===== src/rtl/mux8x1_reg_pkg.sv =====
// Shared select-code definitions for the 8:1 word selector and its callers.
package mux8x1_reg_pkg;

  localparam int unsigned SEL_W = 3;

  localparam logic [SEL_W-1:0] SEL_A0 = 3'd0;
  localparam logic [SEL_W-1:0] SEL_A1 = 3'd1;
  localparam logic [SEL_W-1:0] SEL_A2 = 3'd2;
  localparam logic [SEL_W-1:0] SEL_A3 = 3'd3;
  localparam logic [SEL_W-1:0] SEL_A4 = 3'd4;
  localparam logic [SEL_W-1:0] SEL_A5 = 3'd5;
  localparam logic [SEL_W-1:0] SEL_A6 = 3'd6;
  localparam logic [SEL_W-1:0] SEL_A7 = 3'd7;

endpackage


===== src/rtl/mux8x1_reg_mux2x1.sv =====
// WIDTH-parameterised 2:1 word select, the leaf cell of the 8:1 tree.
module mux2x1 #(
  parameter int unsigned WIDTH = 32
) (
  input  logic [WIDTH-1:0] a,
  input  logic [WIDTH-1:0] b,
  input  logic             sel,
  output logic [WIDTH-1:0] y
);

  // An unknown select falls to the 'a' branch instead of smearing X into y.
  always_comb begin
    if (sel) y = b;
    else     y = a;
  end

endmodule


===== src/rtl/mux8x1_reg.sv =====
// Eight-input word selector built as a 2:1 tree, with an optional output register stage.
module mux8x1_reg
  import mux8x1_reg_pkg::*;
#(
  parameter int unsigned WIDTH   = 32,
  parameter bit          REG_OUT = 1'b1
) (
  input  logic             clk,
  input  logic             reset,
  input  logic [WIDTH-1:0] a0,
  input  logic [WIDTH-1:0] a1,
  input  logic [WIDTH-1:0] a2,
  input  logic [WIDTH-1:0] a3,
  input  logic [WIDTH-1:0] a4,
  input  logic [WIDTH-1:0] a5,
  input  logic [WIDTH-1:0] a6,
  input  logic [WIDTH-1:0] a7,
  input  logic [SEL_W-1:0] sel,
  input  logic             in_valid,
  output logic [WIDTH-1:0] y,
  output logic             out_valid,
  output logic [SEL_W-1:0] sel_q
);

  logic [WIDTH-1:0] leaf0, leaf1, leaf2, leaf3;
  logic [WIDTH-1:0] mid0, mid1;
  logic [WIDTH-1:0] y_next;

  mux2x1 #(.WIDTH(WIDTH)) u_leaf0 (.a(a0), .b(a1), .sel(sel[0]), .y(leaf0));
  mux2x1 #(.WIDTH(WIDTH)) u_leaf1 (.a(a2), .b(a3), .sel(sel[0]), .y(leaf1));
  mux2x1 #(.WIDTH(WIDTH)) u_leaf2 (.a(a4), .b(a5), .sel(sel[0]), .y(leaf2));
  mux2x1 #(.WIDTH(WIDTH)) u_leaf3 (.a(a6), .b(a7), .sel(sel[0]), .y(leaf3));

  mux2x1 #(.WIDTH(WIDTH)) u_mid0 (.a(leaf0), .b(leaf1), .sel(sel[1]), .y(mid0));
  mux2x1 #(.WIDTH(WIDTH)) u_mid1 (.a(leaf2), .b(leaf3), .sel(sel[1]), .y(mid1));

  mux2x1 #(.WIDTH(WIDTH)) u_root (.a(mid0), .b(mid1), .sel(sel[2]), .y(y_next));

  if (REG_OUT) begin : g_reg
    logic [WIDTH-1:0] y_r;
    logic             valid_r;
    logic [SEL_W-1:0] sel_r;

    // Data and code hold across invalid cycles; only the valid flag drops.
    always_ff @(posedge clk) begin
      if (reset) begin
        y_r     <= '0;
        valid_r <= 1'b0;
        sel_r   <= '0;
      end else begin
        valid_r <= in_valid;
        if (in_valid) begin
          y_r   <= y_next;
          sel_r <= sel;
        end
      end
    end

    assign y         = y_r;
    assign out_valid = valid_r;
    assign sel_q     = sel_r;
  end else begin : g_comb
    logic unused_clk_reset;
    assign unused_clk_reset = clk ^ reset;

    assign y         = y_next;
    assign out_valid = in_valid;
    assign sel_q     = sel;
  end

endmodule


===== config.mk =====
export PLATFORM = sky130hd
export DESIGN_NAME = mux8x1_reg
export DESIGN_NICKNAME = d
export VERILOG_FILES = /design/src/rtl/mux8x1_reg_pkg.sv /design/src/rtl/mux8x1_reg_mux2x1.sv /design/src/rtl/mux8x1_reg.sv
export SDC_FILE = /design/constraint.sdc
export NUM_CORES = 1
export LEC_CHECK = 0
export CAP_MARGIN = 25
export CORE_AREA = 2 2 117 119
export DETAILED_ROUTE_END_ITERATION = 12
export DIE_AREA = 0 0 119 121
export DONT_BUFFER_PORTS = 1
export HOLD_SLACK_MARGIN = 0.03
export PLACE_DENSITY_LB_ADDON = 0.25
export SYNTH_ARGS = -nofsm -noshare
export SYNTH_HDL_FRONTEND = slang
export SYNTH_SLANG_ARGS = --single-unit

===== constraint.sdc =====
create_clock -name clk -period 2.8 [get_ports clk]
set_input_delay 0.7 -clock clk [delete_from_list [all_inputs] [get_ports clk]]
set_output_delay 0.7 -clock clk [all_outputs]
set_load 0.01 [all_outputs]

# Yosys cells after proc, flatten, opt, wreduce, memory -nomap -nowiden
# Index checks and enable logic that the tools add are counted.
[totals] register_bits=36 output_inout_bits=36 elab_cells=10
[op_classes] mux=7
[op_table] cell="2-to-1 mux 32 bit" count=7

# Logic depth before layout (Yosys ltp)
# Gate-level depths: netlist (run 1).
[depth] depth_word=3 depth_mapped=6

# By module
# A second synthesis (run 1) with hierarchy kept.
[hier_totals] hier_cells=367 area_unflattened_um2=5107.4
[by_module_without_submodules] module="mux2x1" n_inst=7 cells_per_inst=36 area_per_inst_um2=544.3 seq_area_each_um2=0.0
[by_module_without_submodules] module="mux8x1_reg" n_inst=1 cells_per_inst=115 area_per_inst_um2=1297.5 seq_area_each_um2=720.7

# Least setup slack after synthesis (run 1)
# No wires, ideal clock.
[synth_timing] kind="input to register" from="input port sel[0]" to="register g_reg.y_r[24], in the netlist y[24]" arrival_ps=1637 setup_slack_ps=1031 path_stages=5 cell_sequence="buf_6 -> buf_6 -> mux4_1 -> nand2_1 -> a21oi_1"
[synth_via] elab_chain_len=3
[synth_lines] element="start, declared" line="mux8x1_reg.sv:18" text="input logic [SEL_W-1:0] sel,"
[synth_lines] element="2-to-1 mux 32 bit (2 in a row)" line="mux8x1_reg_mux2x1.sv:13" text="if (sel) y = b;"
[synth_lines] element="2-to-1 mux 32 bit *" line="mux8x1_reg_mux2x1.sv:13"
[synth_lines] element="end signal, assigned" line="mux8x1_reg.sv:53" text="y_r <= y_next;"
[synth_lines] element="end, declared" line="mux8x1_reg.sv:40" text="logic [WIDTH-1:0] y_r;"
# Every way passes the cells marked *; elsewhere a longest branch is shown, timed or not.
# A chain may end at the register's enable or synchronous reset.

# Worst setup path after layout (run 1)
[layout_timing] from="input port sel[2]" to="register g_reg.y_r[26], in the netlist y[26]"
[layout_via] elab_chain_len=1
[layout_lines] element="2-to-1 mux 32 bit" line="mux8x1_reg_mux2x1.sv:13"
# No other way between the ends.

==> impl_metrics.tcl, run 1 <==
set metrics [dict create \
    status "finished clean" \
    cp-start-kind "input pin" \
    synth_seq_cells 36 \
    antenna_found_initial 0 \
    layout_commonest_cell "mux2_2" \
    critical_path_class "input pin to flop" \
    p_switching_mw 0.373 \
    synth_top_cell_area_share_pct 20.9 \
    worstPathRequired_ps 3010 \
    relSlewSlack_pct 40.2 \
    cts_buffer_depth 2 \
    cts_tree "yes" \
    drv_slew 0 \
    stdcell_area_sq_mm 0.00362 \
    power_mw 1.50 \
    numPlacedInstances 454 \
    layout_common_cells "mux2_2, nand2_1, dfxtp_1" \
    rows 42 \
    synth_nets 570 \
    end_kind "flop" \
    core-area_sq_mm 0.0131 \
    clock_latency_ps 270 \
    cts-htree-levels 2 \
    drc 0 \
    pwr-share-clk_pct 39.3 \
    comb_power_share_pct 20.8 \
    hold_viol 0 \
    final.setup.tns_ps 0 \
    p_int_mw 1.13 \
    clock_skew_ps 0 \
    grt_use_total_pct 14.3 \
    post-route-min-period_ps 1890 \
    diodes 0 \
    place_congestion 0.759 \
    hold_buffers 0 \
    num-fill-cells 1367 \
    routed_via_density 5.59 \
    routed_wl_um 11000 \
    yosys_warnings 0 \
    grt_max_degree 98 \
    post_cts_buffers 0 \
    sequentialPowerShare_pct 39.9 \
    grt-ovfl-total 0 \
    peakVddDrop_mv 0.176 \
    synthDistinctLibCells 26 \
    multiInputGateArea_sq_mm 0.00249 \
    portBuffers 0 \
    maxCapViolCount 0 \
    dp_hpwl_um 8420 \
    p_per_area_mw_per_mm2 415 \
    finalNonFillerCells 461 \
    netlist_area_sq_mm 0.00344 \
    synth_area_leaders "dfxtp_1, mux2_2, mux4_1" \
    postRouteAntennaNets 0 \
    synthCells 308 \
    die_y_um 121 \
    drtIter0Drc 125 \
    fin_nets 547 \
    setup_viol 0 \
    cts_made_buffers 5 \
    syn_avg_cell_area_sq_um 11.2 \
    p_leak_nw 1.23 \
    placed_area_sq_mm 0.00347 \
    io_pins 298 \
    cp_max_fo 14 \
    grt_pass1_vias 2757 \
    start_util_pct 26.3 \
    netSwitchingFraction_pct 24.8 \
    ctsResizeCount 0 \
    fmax_mhz 529 \
    seq_area_sq_um 721 \
    dr.pass1.iters 4 \
    finalCritPeriodShare_pct 67.5 \
    worst_pin_slew_ps 897 \
    clockRootBuffer "clkbuf_16" \
    rsz0062_at_grt "no" \
    wire_per_inst_um 23.8 \
    grt_first_pass_wirelength_um 15600 \
    clkSinkCount 36 \
    path_clk_slew_ps 60 \
    worstHoldPathType "input pin to flop" \
    drive_gt1_share_pct 38.2 \
    vias 2575 \
    syn2layout_area_growth_pct 5.16 \
    fp.dieW_um 119 \
    die_area_sq_mm 0.0144 \
    arrival_ps 2100 \
    synth_top_area_cell "dfxtp_1" \
    seq_area_frac_synth_pct 20.9 \
]
[synth_stat cells]
cell      number
dfxtp_1       36
mux2_2        61
nor3b_2        1
a221oi_2      20
nand2_1       41
a21oi_1       24
buf_1          1
nor2b_1       24
and3_2         1
a221oi_1       3
mux4_1        21
mux2i_1        2
and2_1         1
inv_1          1
clkbuf_1       6
clkbuf_2       1
mux4_2        11
mux2_4         3
buf_4          8
buf_2         10
buf_6          8
and3b_2        1
and3b_1        1
a22oi_1        9
nor2_1         4
a31oi_1        9
[flip-flops by register name, indices dropped and copies added, names as in the netlist]
name and flops:
out_valid 1, sel_q 3, y 32
[routing by layer]
layer	routed length, um	track usage [%]	vias up
met5	0	0	-
li1	-	-	1163
met4	75	3.20	0
met2	5590	26.0	165
met1	4430	17.2	1243
met3	862	3.10	4
[power by group through the flow]
stage                     Sequential, mW  Combinational [mW]  Clock [mW]
after global placement             0.611               0.316           0
after floorplan                    0.598               0.332           0
after global routing               0.602               0.341       0.629
after CTS                          0.599               0.319       0.619
final                              0.599               0.313       0.590
after detailed placement           0.610               0.318           0
[stage by stage]
stage / worst slack, ps / hold WS [ps] / utilization, %
final: 911 / 489 / 27.7
after global placement: 602 / 521 / 26.5
after floorplan: 1030 / 506 / -
after global routing: 819 / 482 / 27.7
after CTS: 865 / 476 / 27.7
after detailed placement: 559 / 529 / 26.5
[final cells by class]
| class | instances | area share (%) |
|---|---|---|
| Clock buffer | 7 | 4.22 |
| Inverter | 1 | 0.104 |
| Multi-Input combinational cell | 237 | 68.9 |
| Timing Repair Buffer | 4 | 0.830 |
| Sequential cell | 36 | 19.9 |
| Tap cell | 176 | 6.08 |
[path summary, 6_finish.rpt]
kind	from	to	slack, ps	cells after the start
hold / removal	reset	out_valid$_SDFF_PP0_	490	1
setup / recovery	sel[2]	y[26]$_SDFFE_PP0P_	910	4
hold reg to reg	y[15]$_SDFFE_PP0P_	y[15]$_SDFFE_PP0P_	530	2
setup reg to reg	y[24]$_SDFFE_PP0P_	y[24]$_SDFFE_PP0P_	1880	3
[cell families after synthesis]
family / Yosys count / synth area share [%]
buf+inv: 35 / 6.83
mux: 98 / 45.1
simple gates: 74 / 10.6
compound gates: 65 / 16.6
flops: 36 / 20.9
[critical path, cell delays in order]
cell      delay (ps)
and3b_1          790
buf_4            360
a221oi_1         110
a21oi_1          140
No activity file was read; power rests on OpenSTA's default activity.
==> run 2, diff against run 1 <==
clock period = 1.8 ns   (was 2.8 ns; I/O delays follow)
==> impl_metrics.tcl, run 2 (synthesis gave the netlist of run 1 again) <==
set metrics [dict create \
    portBuffers 0 \
    power_mw 2.26 \
    reg2reg_to "y[24]$_SDFFE_PP0P_" \
    dr.pass1.iters 4 \
    largest_reg_flops 32 \
    critical_path_class "flop to output port" \
    hold_buffers 0 \
    maxCapViolCount 0 \
    drive_gt1_share_pct 37.9 \
    placed_area_sq_mm 0.00348 \
    grt_pass1_vias 2632 \
    layout_commonest_cell "mux2_2" \
    rows 42 \
    worst_pin_slew_ps 410 \
    holdPathEnd "out_valid$_SDFF_PP0_" \
    drc 0 \
    grt_max_degree 98 \
    min_from "reset" \
    clock_latency_ps 280 \
    numPlacedInstances 454 \
    ctsResizeCount 0 \
    drv_slew 0 \
    start_util_pct 26.3 \
    die_y_um 121 \
    fmax_mhz 875 \
    vias 2580 \
    cp-start-kind "flop" \
    place_congestion 0.767 \
    cts_made_buffers 5 \
    grt-ovfl-total 0 \
    rsz0062_at_grt "no" \
    reg2reg_depth 3 \
    postRouteAntennaNets 0 \
    final.setup.tns_ps 0 \
    core-area_sq_mm 0.0131 \
    r2r_slack_ps 880 \
    die_area_sq_mm 0.0144 \
    worstPathRequired_ps 1350 \
    arrival_ps 690 \
    cts_tree "yes" \
    relSlewSlack_pct 72.7 \
    min_path_cells 1 \
    stdcell_area_sq_mm 0.00361 \
    finalNonFillerCells 461 \
    end_kind "output port" \
    worstHoldPathType "input pin to flop" \
    routed_via_density 5.60 \
    grt_first_pass_wirelength_um 15200 \
    io_pins 298 \
    status "finished clean" \
    finalCritPeriodShare_pct 63.5 \
    dp_hpwl_um 8050 \
    layout_common_cells "mux2_2, nand2_1, dfxtp_1" \
    post-route-min-period_ps 1140 \
    clockRootBuffer "clkbuf_16" \
    p_leak_nw 1.22 \
    clkSinkCount 36 \
    cp_max_fo 2 \
    fin_nets 547 \
    hold_viol 0 \
    clock_skew_ps 0 \
    drtIter0Drc 115 \
    routed_wl_um 10600 \
    peakVddDrop_mv 0.329 \
    syn2layout_area_growth_pct 4.98 \
    diodes 0 \
    antenna_found_initial 0 \
    grt_use_total_pct 13.9 \
    fp.dieW_um 119 \
    post_cts_buffers 0 \
    wire_per_inst_um 22.9 \
    cts-htree-levels 2 \
    setup_viol 0 \
    path_clk_slew_ps 60 \
    p_per_area_mw_per_mm2 625 \
    rr_startpoint "y[24]$_SDFFE_PP0P_" \
    cts_buffer_depth 2 \
]
==> run 2: area by class of cell <==
cell class                      count  area (sq um)
Multi-Input combinational cell    237          2490
Fill cell                        1383          9470
Clock inverter                      1          5.00
Timing Repair Buffer                4          42.5
Inverter                            1          3.75
Clock buffer                        6           129
Tap cell                          176           220
Sequential cell                    36           721
==> run 2: worst max-delay path by stage <==
stage                     depth (start not counted)  slack, ps                  to               from
after floorplan                                   5        280  y[24]$_SDFFE_PP0P_             sel[0]
after global placement                            4        390  y[26]$_SDFFE_PP0P_             sel[2]
after detailed placement                          4        360  y[27]$_SDFFE_PP0P_           in_valid
after CTS                                         0        640                y[0]  y[0]$_SDFFE_PP0P_
after global routing                              4        600  y[26]$_SDFFE_PP0P_           in_valid
final                                             0        660                y[0]  y[0]$_SDFFE_PP0P_
==> run 2: report_power, final <==
| part | internal, mW | switching, mW | leakage (nW) |
|---|---|---|---|
| clock | 0.503 | 0.335 | 0.0667 |
| combinational | 0.317 | 0.171 | 0.860 |
| sequential | 0.859 | 0.0719 | 0.297 |
==> run 2: stage by stage <==
stage	utilization (%)	setup slack, ps	hold WS [ps]
after floorplan	-	281	506
after global placement	26.6	393	518
after detailed placement	26.6	357	525
after CTS	27.6	638	224
after global routing	27.6	601	226
final	27.6	657	234
==> run 2: per-layer routing <==
layer  part of all wire (%)  track usage [%]  routed length, um  vias up
li1                       -                -                  -     1164
met3                    8.4             3.57                887       10
met5                      0                0                  0        -
met4                    1.5             4.39                161        0
met2                     51             24.6               5420      187
met1                     39             16.3               4080     1219
==> run 3, diff against run 2 <==
clock period = 1.1 ns   (was 1.8 ns; I/O delays follow)
==> impl_metrics.tcl, run 3 (synthesis gave the netlist of run 1 again) <==
set metrics [dict create \
    grt-ovfl-total 0 \
    dp_hpwl_um 8630 \
    min_path_cells 1 \
    critical_path_class "flop to output port" \
    worstPathRequired_ps 820 \
    grt_max_degree 98 \
    syn2layout_area_growth_pct 8.11 \
    layout_commonest_cell "nand2_1" \
    layout_common_cells "nand2_1, mux2_2, dfxtp_1" \
    multiInputGateArea_sq_mm 0.00253 \
    holdPathEnd "out_valid$_SDFF_PP0_" \
    antenna_found_initial 1 \
    worstSetupStartpoint "y[24]$_SDFFE_PP0P_" \
    worstHoldPathType "input pin to flop" \
    grt_first_pass_wirelength_um 16200 \
    seq_area_sq_um 721 \
    peakVddDrop_mv 0.472 \
    maxCapViolCount 0 \
    cts_buffer_depth 2 \
    min_from "reset" \
    p_per_area_mw_per_mm2 1040 \
    wire_per_inst_um 24.2 \
    fin_nets 550 \
    status "finished clean" \
    worst_pin_slew_ps 390 \
    io_pins 298 \
    fmax_mhz 1040 \
    utilization_pct 28.4 \
    fp.dieW_um 119 \
    start_util_pct 26.3 \
    largest_reg_flops 32 \
    portBuffers 0 \
    power_mw 3.86 \
    routed_via_density 5.58 \
    finalCritPeriodShare_pct 87.5 \
    reg2reg_depth 3 \
    drive_gt1_share_pct 45.7 \
    die_area_sq_mm 0.0144 \
    drv_slew 0 \
    dr.pass1.iters 4 \
    fin_hold_ws_ps 64.6 \
    drtIter0Drc 111 \
    die_y_um 121 \
    cts-htree-levels 2 \
    clock_skew_ps 0 \
    reg2reg_to "y[26]$_SDFFE_PP0P_" \
    drc 0 \
    post-route-min-period_ps 963 \
    clock_latency_ps 270 \
    rsz0062_at_grt "no" \
    setup_viol 0 \
    diodes 0 \
    r2r_slack_ps 220 \
    arrival_ps 690 \
    clkSinkCount 36 \
    core-area_sq_mm 0.0131 \
    relSlewSlack_pct 74.0 \
    routed_wl_um 11200 \
    cts_tree "yes" \
    vias 2595 \
    post_cts_buffers 0 \
    hold_viol 0 \
    cp-start-kind "flop" \
    postRouteAntennaNets 0 \
    cts_made_buffers 5 \
    rows 42 \
    clockRootBuffer "clkbuf_16" \
    grt_pass1_vias 2793 \
    place_congestion 0.784 \
    rr_startpoint "y[26]$_SDFFE_PP0P_" \
    end_kind "output port" \
    cp_max_fo 2 \
    ctsResizeCount 0 \
    hold_buffers 0 \
    p_leak_nw 1.28 \
    num-fill-cells 1380 \
    path_clk_slew_ps 60 \
    grt_use_total_pct 14.7 \
]
run 3: per-stage QoR:
stage	instance area [sq um]	cells	worst slack [ps]	TNS (ps)
final	3720	465	137	0
after detailed placement	3570	457	-79.0	-1150
after global routing	3720	465	109	0
after global placement	3570	457	-55.3	-690
after CTS	3720	465	108	0
after floorplan	3560	308	-182	-5670
run 3: per-layer routing:
| layer | up-vias | routed length (um) | track usage [%] |
|---|---|---|---|
| met4 | 2 | 78 | 3.27 |
| met1 | 1250 | 4330 | 17.3 |
| met2 | 182 | 5740 | 26.4 |
| met3 | 6 | 1070 | 4.51 |
| met5 | - | 13 | 0 |
| li1 | 1155 | - | - |
run 3: worst register-to-register path: stages, from the launching register on:
cell and delay, ps:
dfxtp_1 350, nor2b_1 150, a221oi_2 170, a21oi_1 90
run 3: power breakdown:
| part | leakage, nW | internal [mW] | total (mW) | switching, mW |
|---|---|---|---|---|
| combinational | 0.910 | 0.585 | 0.878 | 0.293 |
| sequential | 0.297 | 1.40 | 1.53 | 0.122 |
| clock | 0.0712 | 0.905 | 1.46 | 0.554 |
run 3: worst max path at each step:
stage	cells after the start	end
3_5_place_dp	4	y[9]$_SDFFE_PP0P_
5_1_grt	0	y[21]
3_3_place_gp	4	y[18]$_SDFFE_PP0P_
2_1_floorplan	6	y[10]$_SDFFE_PP0P_
6_report	0	y[24]
4_1_cts	0	y[21]
run 3: final cells by class:
class	instances	share of cell area, %
Clock buffer	8	3.93
Inverter	1	0.101
Multi-Input combinational cell	237	67.9
Sequential cell	36	19.4
Tap cell	176	5.92
Timing Repair Buffer	7	2.76
